File: src/rtl/scan_sequencer.sv
// scan_sequencer: steps the 6:64 decoder address 0..LAST, holding each address dwell+1 cycles; optional wrap.
// Latency: start/stop act at the next rising edge; all outputs come straight from registers.
// Backpressure: none; `define SCAN_PAUSE_EN adds a pause input that freezes an active scan.
module scan_sequencer #(
    parameter int LAST    = 63,
    parameter int DWELL_W = 8
) (
    input  logic               clk,
    input  logic               reset_n,
    input  logic               start,
    input  logic               stop,
    input  logic               continuous,
    input  logic [DWELL_W-1:0] dwell,
`ifdef SCAN_PAUSE_EN
    input  logic               pause,
`endif
    output logic [5:0]         addr,
    output logic               addr_valid,
    output logic               busy,
    output logic               done
);

    typedef enum logic {
        IDLE = 1'b0,
        SCAN = 1'b1
    } state_t;

    localparam logic [5:0]         LAST_A  = 6'(LAST);
    localparam logic [DWELL_W-1:0] CNT_ONE = DWELL_W'(1);

    state_t             state_q, state_d;
    logic [5:0]         addr_q, addr_d;
    logic [DWELL_W-1:0] cnt_q, cnt_d;
    logic [DWELL_W-1:0] dwell_q, dwell_d;
    logic               cont_q, cont_d;
    logic               done_q, done_d;
    logic               pause_w;

`ifdef SCAN_PAUSE_EN
    assign pause_w = pause;
`else
    assign pause_w = 1'b0;
`endif

    always_ff @(posedge clk or negedge reset_n) begin
        if (!reset_n) begin
            state_q <= IDLE;
            addr_q  <= '0;
            cnt_q   <= '0;
            dwell_q <= '0;
            cont_q  <= 1'b0;
            done_q  <= 1'b0;
        end else begin
            state_q <= state_d;
            addr_q  <= addr_d;
            cnt_q   <= cnt_d;
            dwell_q <= dwell_d;
            cont_q  <= cont_d;
            done_q  <= done_d;
        end
    end

    always_comb begin
        state_d = state_q;
        addr_d  = addr_q;
        cnt_d   = cnt_q;
        dwell_d = dwell_q;
        cont_d  = cont_q;
        done_d  = 1'b0;
        case (state_q)
            IDLE: begin
                // stop wins over a simultaneous start
                if (start && !stop) begin
                    state_d = SCAN;
                    addr_d  = '0;
                    dwell_d = dwell;
                    cont_d  = continuous;
                    cnt_d   = dwell;
                end
            end
            SCAN: begin
                if (stop) begin
                    state_d = IDLE;
                    addr_d  = '0;
                end else if (!pause_w) begin
                    if (cnt_q != '0) begin
                        cnt_d = cnt_q - CNT_ONE;
                    end else if (addr_q != LAST_A) begin
                        addr_d = addr_q + 6'd1;
                        cnt_d  = dwell_q;
                    end else if (cont_q) begin
                        addr_d = '0;
                        cnt_d  = dwell_q;
                    end else begin
                        state_d = IDLE;
                        addr_d  = '0;
                        done_d  = 1'b1;
                    end
                end
            end
            default: begin
                state_d = IDLE;
                addr_d  = '0;
            end
        endcase
    end

    assign addr       = addr_q;
    assign busy       = (state_q == SCAN);
    assign addr_valid = (state_q == SCAN);
    assign done       = done_q;

endmodule
File: config.mk
export PLATFORM = sky130hd
export DESIGN_NAME = scan_sequencer
export DESIGN_NICKNAME = d
export VERILOG_FILES = /design/src/rtl/scan_sequencer.sv
export SDC_FILE = /design/constraint.sdc
export NUM_CORES = 1
export LEC_CHECK = 0
export CAP_MARGIN = 20
export CORE_ASPECT_RATIO = 0.7
export CORE_MARGIN = 2
export CORE_UTILIZATION = 40
export DETAILED_ROUTE_END_ITERATION = 10
export PLACE_DENSITY = 0.73
export SYNTH_ARGS = -nofsm -noshare
export SYNTH_HDL_FRONTEND = slang
export SYNTH_SLANG_ARGS = --single-unit
File: constraint.sdc
create_clock -name clk -period 2.45 [get_ports clk]
set_input_delay 0.3675 -clock clk [delete_from_list [all_inputs] [get_ports clk]]
set_output_delay 0.3675 -clock clk [all_outputs]
set_load 0.02 [all_outputs]
==> results <==
- The flow ran to the end, and the final reports show no timing, DRC or antenna violations.
- Across the VDD grid, the largest voltage drop is 326.2 µV.
- Setup violations remaining at the end of the flow were counted as 0.
- The count of cells resized by post-cts repair is 0.
- Global routing used between 10% and 20% of the available tracks.
- Setup repair after global routing left no endpoint under its margin.
- The setup path with the least slack is of type reg -> reg.
- The flop and latch count out of synthesis is 25.
- Along the worst path, the maximum fanout reaches 9.
- The average wire per cell in the routed design is about 15 µm.
- The post-detailed-route count of antenna-violating nets is 0.
- The buffers inserted during post-CTS setup optimization is 0.
- In this run, CTS created clock tree buffers numbering 3.
- The number of top-level design ports is 22.
- The count of antenna diodes in the layout is 0.
- Combinational logic is responsible for 24.1% of the overall power.
- For the worst-skew pair, the clock arrives at the later sink with an insertion delay of ~0.27 ns.
- The power per cell area is approximately 580 nW/µm².
- The synthesized netlist contains 49 unique library cells.
- The number of DRC violations after detailed routing is 0.
- The post-CTS clock slew at the launch and capture registers of the worst setup and hold paths is 0.08 ns.
- By instance count, the leading cell after synthesis is dfrtp_1.
- The count of endpoints failing hold in the final timing report is 0.
- The clock skew after layout is roughly 0.0033 ns.
- The smallest clock period supported by the final layout is computed as between 2 and 2.5 ns.
- Derived from the worst setup path, the maximum achievable clock frequency is ~430 MHz.
- The area of the mapped netlist is ~1500 µm².
- For the pin with the worst max-slew slack, the measured transition is about 0.51 ns.
- The total negative slack for setup checks is 0 ns.
- The iteration-0 DRC count of the detailed router is 95.
- The total number of placement rows is 18.
- The number of global-route vias before repair is roughly 1200.
- The switching power total is about 320 µW.
- The TritonCTS clock tree is done.
- The switching fraction of total power is 30.80%.
- Port buffering added 21 buffers.
- In this run the static leakage power is between 0.7 and 0.8 nW.
- In this run, the clock network consumes a little under a quarter of the power.
- Yosys attributes the largest share of cell area to dfrtp_1 (42%), mux2_2 (6.1%), nand2_1 (2.8%).
- The number of cells on the worst reg-to-reg path is 6.
- The fraction of final layout cells with drive strength greater than 1 is 15.06%.
- The endpoint of the lowest-slack register-to-register path is addr[3].
- The initial antenna violation count is 0.
- The signed area change from the synthesized netlist to the final layout is 20.19%.
- The startpoint identified for the worst register-to-register timing path is cnt_q[0].
- The number of buffers on the longest clock path is 2.
- The first detailed-routing pass took 4 iterations.
- The total count of max-transition violations in the final report is 0.
- The period utilization is 93.91%.
- The fraction of registers with async set or reset after synthesis is 100.0%.
- Of the synthesized area, sequential elements account for 42.23%.
- During synthesis, Yosys emitted a total of 0 warnings.
- For this configuration, the core starts out at a cell density of approximately two fifths.
- The half-perimeter wire length of the detailed placement result is between 2000 and 3000 µm.
- The die width is 76.74 µm.
- Of all cell types, the one taking the most synthesized area is dfrtp_1.
- The design internal power is 716.0 µW.
- The number of synthesized flops with an enable pin is 0.
- The area of the core is about 3500 µm².
- The tool flagged a number of max-cap violations equal to 0.
- Clock tree synthesis found a total of 25 sinks.
- After synthesis, the mean cell area works out to ~10 µm².
- In this run, flip-flops and latches consume a little over half of the power.
- In this run the worst hold path is classified as in -> async.
- The critical path launch point type is a flip-flop.
- The worst setup path is captured at a flip-flop.
- Dividing the detail-routed via count by the number of cells gives approximately 5.7.
- After clock tree synthesis, the flow added hold-fix buffers numbering 0.
- The die covers between 4000 and 5000 µm².
- The die is 54.92 µm tall.
- The leading register cell type out of synthesis is dfrtp_1.
- The via count is 1229.
- The relative max-transition margin is 65.86%.
- At the end of the flow, the number of nets in the layout was about 180.
- Data on the critical path arrives at its endpoint at around 2.5 ns.
- The setup slack on the worst flop-to-flop path is 0.15 ns.
- The share of synthesized area in the top cell type comes to a little over two fifths.
- Sorting the synthesized cells by how often they occur yields dfrtp_1 (25), nand2_1 (11), mux2_2 (8).
- The number of nets handed over by synthesis was 160.
- In this run the number of H-tree levels came out at 1.
- After global routing the overflow that remains totals 0.
- The first global-routing pass estimated 5595 µm of wire.
- The placed cell area is approximately 1700 µm².
- Synthesis handed over a netlist of 144 instances.
- The required arrival time at the worst endpoint is between 2 and 3 ns.
- The root buffer cell chosen for the clock tree is clkbuf_8.
- Once layout is done, the placed cells without fillers occupy 1780 µm².
- The wire length after detailed routing is roughly 3300 µm.
- The maximum number of pins on one net before global-route repair is 26.
- The final weighted congestion in routability-driven placement is 0.8740.
-- state kept, by name (all words and copies together), names as in the netlist --
register	cells
cont_q	1
addr_valid	1
done	1
dwell_q	8
cnt_q	8
addr	6
-- stage by stage --
| stage | worst slack, ns | hold WS (ns) | instances | utilization, % | total power [mW] |
|---|---|---|---|---|---|
| global route | 0.05248 | 0.4979 | 216 | 50.35 | 1.096 |
| global placement | 0.3648 | 0.4728 | 212 | 49.08 | 0.7885 |
| finish | 0.1492 | 0.4562 | 216 | 50.35 | 1.035 |
| CTS | 0.2078 | 0.4637 | 216 | 50.35 | 1.037 |
| detailed placement | 0.2657 | 0.4996 | 212 | 49.08 | 0.7966 |
| floorplan | 0.4512 | 0.07191 | 144 | - | 0.7166 |
-- critical path, stage by stage (launching register included) --
cell     delay, ns
dfrtp_1       0.45
inv_1         0.14
ha_1          0.20
nor3b_2       0.46
nand2_2       0.23
or4b_1        0.56
a31oi_1       0.18
-- routing by layer --
layer | GRT usage, % | wire length [µm]
met3 | 3.896 | 231
met1 | 23.85 | 1661
met2 | 26.46 | 1426
met4 | 4.545 | 27
met5 | 0 | 0
-- how the worst max path moves through the flow --
stage / start / slack [ns] / endpoint
floorplan: cnt_q[0] / 0.45 / cnt_q[3]
global placement: cnt_q[0] / 0.36 / addr[3]
detailed placement: cnt_q[0] / 0.27 / addr[3]
CTS: cnt_q[0] / 0.21 / addr[3]
global route: cnt_q[0] / 0.05 / cnt_q[3]
finish: cnt_q[0] / 0.15 / addr[3]
-- cell usage in the layout (no fill, tap or decap), types with 3 or more instances in the layout --
master	synthesis	final
dfrtp_1	25	25
nand2b_1	5	5
o21ai_0	6	6
clkbuf_8	0	3
nor2_1	4	4
nor3_1	3	3
inv_1	6	6
a31oi_1	6	6
o221ai_1	3	3
xnor2_1	3	3
nand3_1	7	7
buf_4	1	3
a21oi_1	6	6
ha_1	3	3
mux2_2	8	8
xor2_1	3	3
nand2_1	11	11
clkdlybuf4s50_1	0	21
-- logic make-up after synthesis --
kind of cell	synth area share (%)
simple gates	20.27
compound gates	18.84
flops	42.23
mux	8.277
xor+xnor	3.548
buf+inv	4.307
fa+ha+maj	2.534
-- power by group through the flow --
| stage | registers, mW | logic [mW] | clock network (mW) |
|---|---|---|---|
| after floorplan | 0.523 | 0.194 | 0 |
| after global placement | 0.547 | 0.241 | 0 |
| after detailed placement | 0.550 | 0.247 | 0 |
| after CTS | 0.542 | 0.249 | 0.246 |
| after global routing | 0.553 | 0.278 | 0.265 |
| final | 0.545 | 0.249 | 0.241 |
-- cell type report --
| class | instances | area, µm² |
|---|---|---|
| clock buffers | 4 | 45.04 |
| repair buffers | 24 | 232.7 |
| flip-flops and latches | 25 | 625.6 |
| well taps | 50 | 62.56 |
| multi-input cells | 107 | 792.0 |
| inverters | 6 | 22.52 |
| fillers | 336 | 1755 |
Note: power is estimated with default switching activity, not from simulation.
